`src/rtl/division_entera.sv`:
```
// ============================================================================
// Module      : division_entera
// Description : Sequential unsigned restoring divider, one quotient bit per cycle.
// Revision    : 1.0 - initial release
// ============================================================================
`default_nettype none

module division_entera #(
  parameter int N = 8
) (
  input  logic         clk,
  input  logic         rst,
  input  logic         start,
  input  logic [N-1:0] A,
  input  logic [N-1:0] B,
  output logic [N-1:0] Q,
  output logic [N-1:0] R,
  output logic         done
);

  localparam int CW = $clog2(N + 1);

  localparam logic [1:0] IDLE = 2'd0;
  localparam logic [1:0] CALC = 2'd1;
  localparam logic [1:0] DONE = 2'd2;

  logic [1:0]     state_q, state_d;
  logic [CW-1:0]  count_q, count_d;
  logic [2*N-1:0] a_ext_q, a_ext_d;
  logic [N-1:0]   b_q, b_d;
  logic [N-1:0]   q_q, q_d;
  logic [N-1:0]   r_q, r_d;
  logic           done_q, done_d;

  // Partial remainder after the shift; one extra bit so the compare never overflows.
  logic [N:0]     w_upper;
  logic           w_ge;
  logic [N-1:0]   w_rem;

  always_comb begin
    w_upper = a_ext_q[2*N-1:N-1];
    w_ge    = (w_upper >= {1'b0, b_q});
    w_rem   = w_ge ? N'(w_upper - {1'b0, b_q}) : w_upper[N-1:0];
  end

  always_comb begin
    state_d = state_q;
    count_d = count_q;
    a_ext_d = a_ext_q;
    b_d     = b_q;
    q_d     = q_q;
    r_d     = r_q;
    done_d  = 1'b0;

    case (state_q)
      IDLE: begin
        if (start) begin
          a_ext_d = {{N{1'b0}}, A};
          b_d     = B;
          count_d = CW'(N);
          state_d = CALC;
        end
      end
      CALC: begin
        a_ext_d = {w_rem, a_ext_q[N-2:0], w_ge};
        count_d = count_q - 1'b1;
        if (count_q == CW'(1)) begin
          state_d = DONE;
        end
      end
      DONE: begin
        q_d     = a_ext_q[N-1:0];
        r_d     = a_ext_q[2*N-1:N];
        done_d  = 1'b1;
        state_d = IDLE;
      end
      default: begin
        state_d = IDLE;
      end
    endcase
  end

  always_ff @(posedge clk or negedge rst) begin
    if (!rst) begin
      state_q <= IDLE;
      count_q <= '0;
      a_ext_q <= '0;
      b_q     <= '0;
      q_q     <= '0;
      r_q     <= '0;
      done_q  <= 1'b0;
    end else begin
      state_q <= state_d;
      count_q <= count_d;
      a_ext_q <= a_ext_d;
      b_q     <= b_d;
      q_q     <= q_d;
      r_q     <= r_d;
      done_q  <= done_d;
    end
  end

  assign Q    = q_q;
  assign R    = r_q;
  assign done = done_q;

endmodule

`default_nettype wire

```
`config.mk`:
```
export PLATFORM = sky130hd
export DESIGN_NAME = division_entera
export DESIGN_NICKNAME = d
export VERILOG_FILES = /design/src/rtl/division_entera.sv
export SDC_FILE = /design/constraint.sdc
export NUM_CORES = 1
export LEC_CHECK = 0
export CAP_MARGIN = 5
export CORE_ASPECT_RATIO = 2
export CORE_MARGIN = 2
export CORE_UTILIZATION = 53
export CTS_CLUSTER_SIZE = 20
export DETAILED_ROUTE_END_ITERATION = 12
export GPL_TIMING_DRIVEN = 0
export PLACE_DENSITY = 0.77
export RECOVER_POWER = 100
export SLEW_MARGIN = 20
export SYNTH_ARGS = -nofsm -noshare
export SYNTH_HDL_FRONTEND = slang
export SYNTH_SLANG_ARGS = --single-unit
```
`constraint.sdc`:
```
create_clock -name clk -period 2.38 [get_ports clk]
set_clock_uncertainty 0.2 [all_clocks]
set_input_delay 0.476 -clock clk [delete_from_list [all_inputs] [get_ports clk]]
set_output_delay 0.476 -clock clk [all_outputs]
set_load 0.02 [all_outputs]
```
==> summary.txt <==
Routing
  – Routed WL: approximately 4800 microns
  – Via count: 1757
  – Number of remaining DRC errors: 0
  – Drt wl/cell: around 15 microns
  – Detailed Routing Iterations Pass 1: 4
  – Vias per cell: between 5 and 6
  – Drt first-iter violations: 30
  – Antenna Nets Post-Route: 0

Floorplanning
  – I/O pins: 36
  – Die X: slightly above 50 microns
  – # rows: 34
  – Die area: 5030 sq um
  – Core Region: 4300 sq um
  – Die Y: slightly below 100 microns
  – Starting density of the core: 0.549

Power and ir drop
  – Cell Pwr Density: between 1500 and 2000 nW/um^2
  – Peak supply drop: 0.975 mV
  – Pwr Total: between 4 and 5 mW
  – Total leakage power: 1.35 nW

Synthesis
  – Top_reg_cell synth: dfrtp_1
  – Synthesized net count: about 250
  – Post-Syn Instances: 216
  – Register area share after synthesis: 0.499
  – Mapped Area: 2360 sq um
  – Yosys warnings: 0
  – Number of synthesized register bits: 47
  – FFs w/ async S/R, synth: 1.00
  – EDFF count, synth: 0
  – Unique masters post-synth: 47
  – Avg Inst Size Synth: between 10 and 15 sq um

STA
  – Final Cycle Share: 0.930
  – Minimum clock period: around 2.2 ns
  – Max Fclk: 452 MHz
  – Setup Viol. Count Final: 0
  – Setup TNS: 0 ns
  – RSZ-0062 raised after global routing: false
  – Setup slack after layout: about 0.17 ns
  – Tightest Pin Transition: 0.977 ns
  – Max-slew headroom: 0.349
  – Max Slew Vio Count: 0
  – Hold Violations, Final: 0

Finish
  – Non-Filler Instances: approximately 320
  – Number of diodes: 0
  – Share of layout cells above drive strength 1: 0.161
  – Synth-to-layout area growth: 23.1%
  – Reg area: roughly 1200 sq um
  – Filler Cell Count: around 360
  – Final nets: just under 300
  – Most common cell after layout, fill and taps aside: dfrtp_1
  – Area of the multi-input gates: roughly 1100 sq um
  – Most frequent cells in the layout: dfrtp_1 (47), nand2_1 (26), o21ai_0 (20)
  – Final core area utilization: 0.676

Worst setup path
  – Highest cell delay on the worst timing path: about 0.43 ns
  – Crit. End Element: register
  – Worst reg-to-reg setup slack: 0.17 ns
  – Startpoint Class: register
  – Crit path max fanout: 10
  – Worst Path Arrival: between 2 and 2.5 ns
  – CP required: 2.42 ns
  – Reg-to-reg endpoint: a_ext_q[9]
  – FF-to-FF path depth: 7
  – Slowest CP cell: dfrtp_1
  – CP bufs+invs: 1
  – Worst reg2reg path startpoint: a_ext_q[9]
  – CP cell instances: ha_1 > a21oi_2 > o21ai_1 > a31oi_4 > buf_6 > mux2i_1 > a22o_1
  – Setup CP Type: reg -> reg
  – Delay-heaviest family, CP: compound AO/OA/AOI/OAI gates
  – WP depth: 7

Clock tree
  – H-tree depth: 2
  – Number of CTS-inserted buffers: 5
  – Total clock sinks: 47
  – Worst skew pair latency: around 0.3 ns
  – Post CTS Setup Buffer Count: 0
  – Clock tree buffer depth: 2
  – Root buf cell: clkbuf_8
  – CTS tree: done
  – Clk slew on worst S/H paths: approximately 0.090 ns

Global route
  – Number of global-route vias before repair: between 1500 and 2000
  – Total global-route track usage: 0.216
  – GRT overflow: 0
  – Largest net degree at the start of global routing: 30
  – Wire length of the first global-routing pass: about 8300 microns
  – Initial antenna violation count: 0

Outcome
  – Status: complete, no violations

Place
  – Port Buffers: 35
  – Placed cell count: 306
  – HPWL Detailed: 3630 microns
  – RD Place Congestion: about 0.9
  – Setup WS pre-CTS: roughly 0.02 ns

Worst hold path
  – Hold Path Stages: 1
  – Worst hold path type: reg -> reg
  – WHS Endpoint: state_q[1]
  – Hold path start: count_q[3]

Job
  – Max-cap violation count: 0
-- timing repair --
item,in CTS,in global routing
setup endpoints to repair,0,1
gates resized for setup,0,1
endpoints found under the hold margin,18,0
hold buffers,1,0
-- registers in the layout (all words and copies together) (netlist names) --
register,flops
a_ext_q,16
done,1
Q,8
b_q,8
state_q,2
count_q,4
R,8
-- synth_stat cells, types with 2 or more instances --
master    count  share of area
a21oi_1       3         0.0064
a21oi_2       2         0.0074
a22o_1        2         0.0074
a22oi_1       7          0.022
a32oi_1       4          0.015
buf_2         9          0.019
dfrtp_1      47           0.50
ha_1         10          0.053
inv_1        14          0.022
mux2_2       15          0.072
mux2i_1       4          0.017
nand2_1      26          0.041
nand2b_1      3         0.0080
nand3b_1      2         0.0064
nor2_1        4         0.0064
nor2b_1       5          0.013
nor3_1        3         0.0064
nor4b_1       2         0.0074
o211ai_1      2         0.0064
o21ai_0      14          0.030
o21ai_1      10          0.021
xnor2_1       2         0.0074
xor2_1        2         0.0074
-- per-layer routing --
| layer | share of wire | track usage | vias up |
|---|---|---|---|
| li1 | - | - | 848 |
| met1 | 0.36 | 0.233 | 844 |
| met2 | 0.57 | 0.395 | 51 |
| met3 | 0.039 | 0.0352 | 14 |
| met4 | 0.030 | 0.0977 | 0 |
| met5 | 0 | 0 | - |
-- logic make-up (layout without fill, tap and decap cells) --
family          Yosys count  count (layout)  synth area share
fa+ha+maj                11              11            0.0615
xor+xnor                  4               4            0.0149
compound gates           56              56             0.171
simple gates             54              54             0.118
mux                      19              19            0.0886
buf+inv                  25              70            0.0477
flops                    47              47             0.499
-- power breakdown --
part / total, mW / leakage, nW / switching, mW / internal [mW]
clock network: 0.599 / 0.0612 / 0.259 / 0.340
registers: 1.40 / 0.591 / 0.241 / 1.16
logic: 2.43 / 0.693 / 1.31 / 1.11
total: 4.42 / 1.35 / 1.81 / 2.61
-- per-stage QoR --
step                      hold slack, ns  area, sq um
after floorplan                  -0.0196         2360
after global placement             0.261         2780
after detailed placement           0.254         2790
after CTS                          0.283         2920
after global routing               0.294         2900
final                              0.277         2900
-- worst max path at each step --
stage / from / end / slack, ns
2_1_floorplan: a_ext_q[7] / a_ext_q[12] / 0.38
3_3_place_gp: rst / a_ext_q[14] / -0.66
3_5_place_dp: start / b_q[6] / 0.02
4_1_cts: a_ext_q[7] / a_ext_q[12] / 0.14
5_1_grt: rst / a_ext_q[14] / 0.04
6_report: a_ext_q[9] / a_ext_q[9] / 0.17
-- layout make-up --
cell class | count | share of cell area
clock buffer | 6 | 0.0284
sequential | 47 | 0.405
multi-input combinational | 144 | 0.369
timing repair buffer | 37 | 0.125
buffer | 11 | 0.0190
inverter | 14 | 0.0181
tap | 54 | 0.0233
clock inverter | 2 | 0.0121
-- worst register-to-register path: stages (launching register included) --
cell and delay, ns:
dfrtp_1 0.43, ha_1 0.37, a21oi_2 0.19, o21ai_1 0.16, a31oi_4 0.26, buf_6 0.19, mux2i_1 0.21, a22o_1 0.15
(Power assumes the default switching activity.)
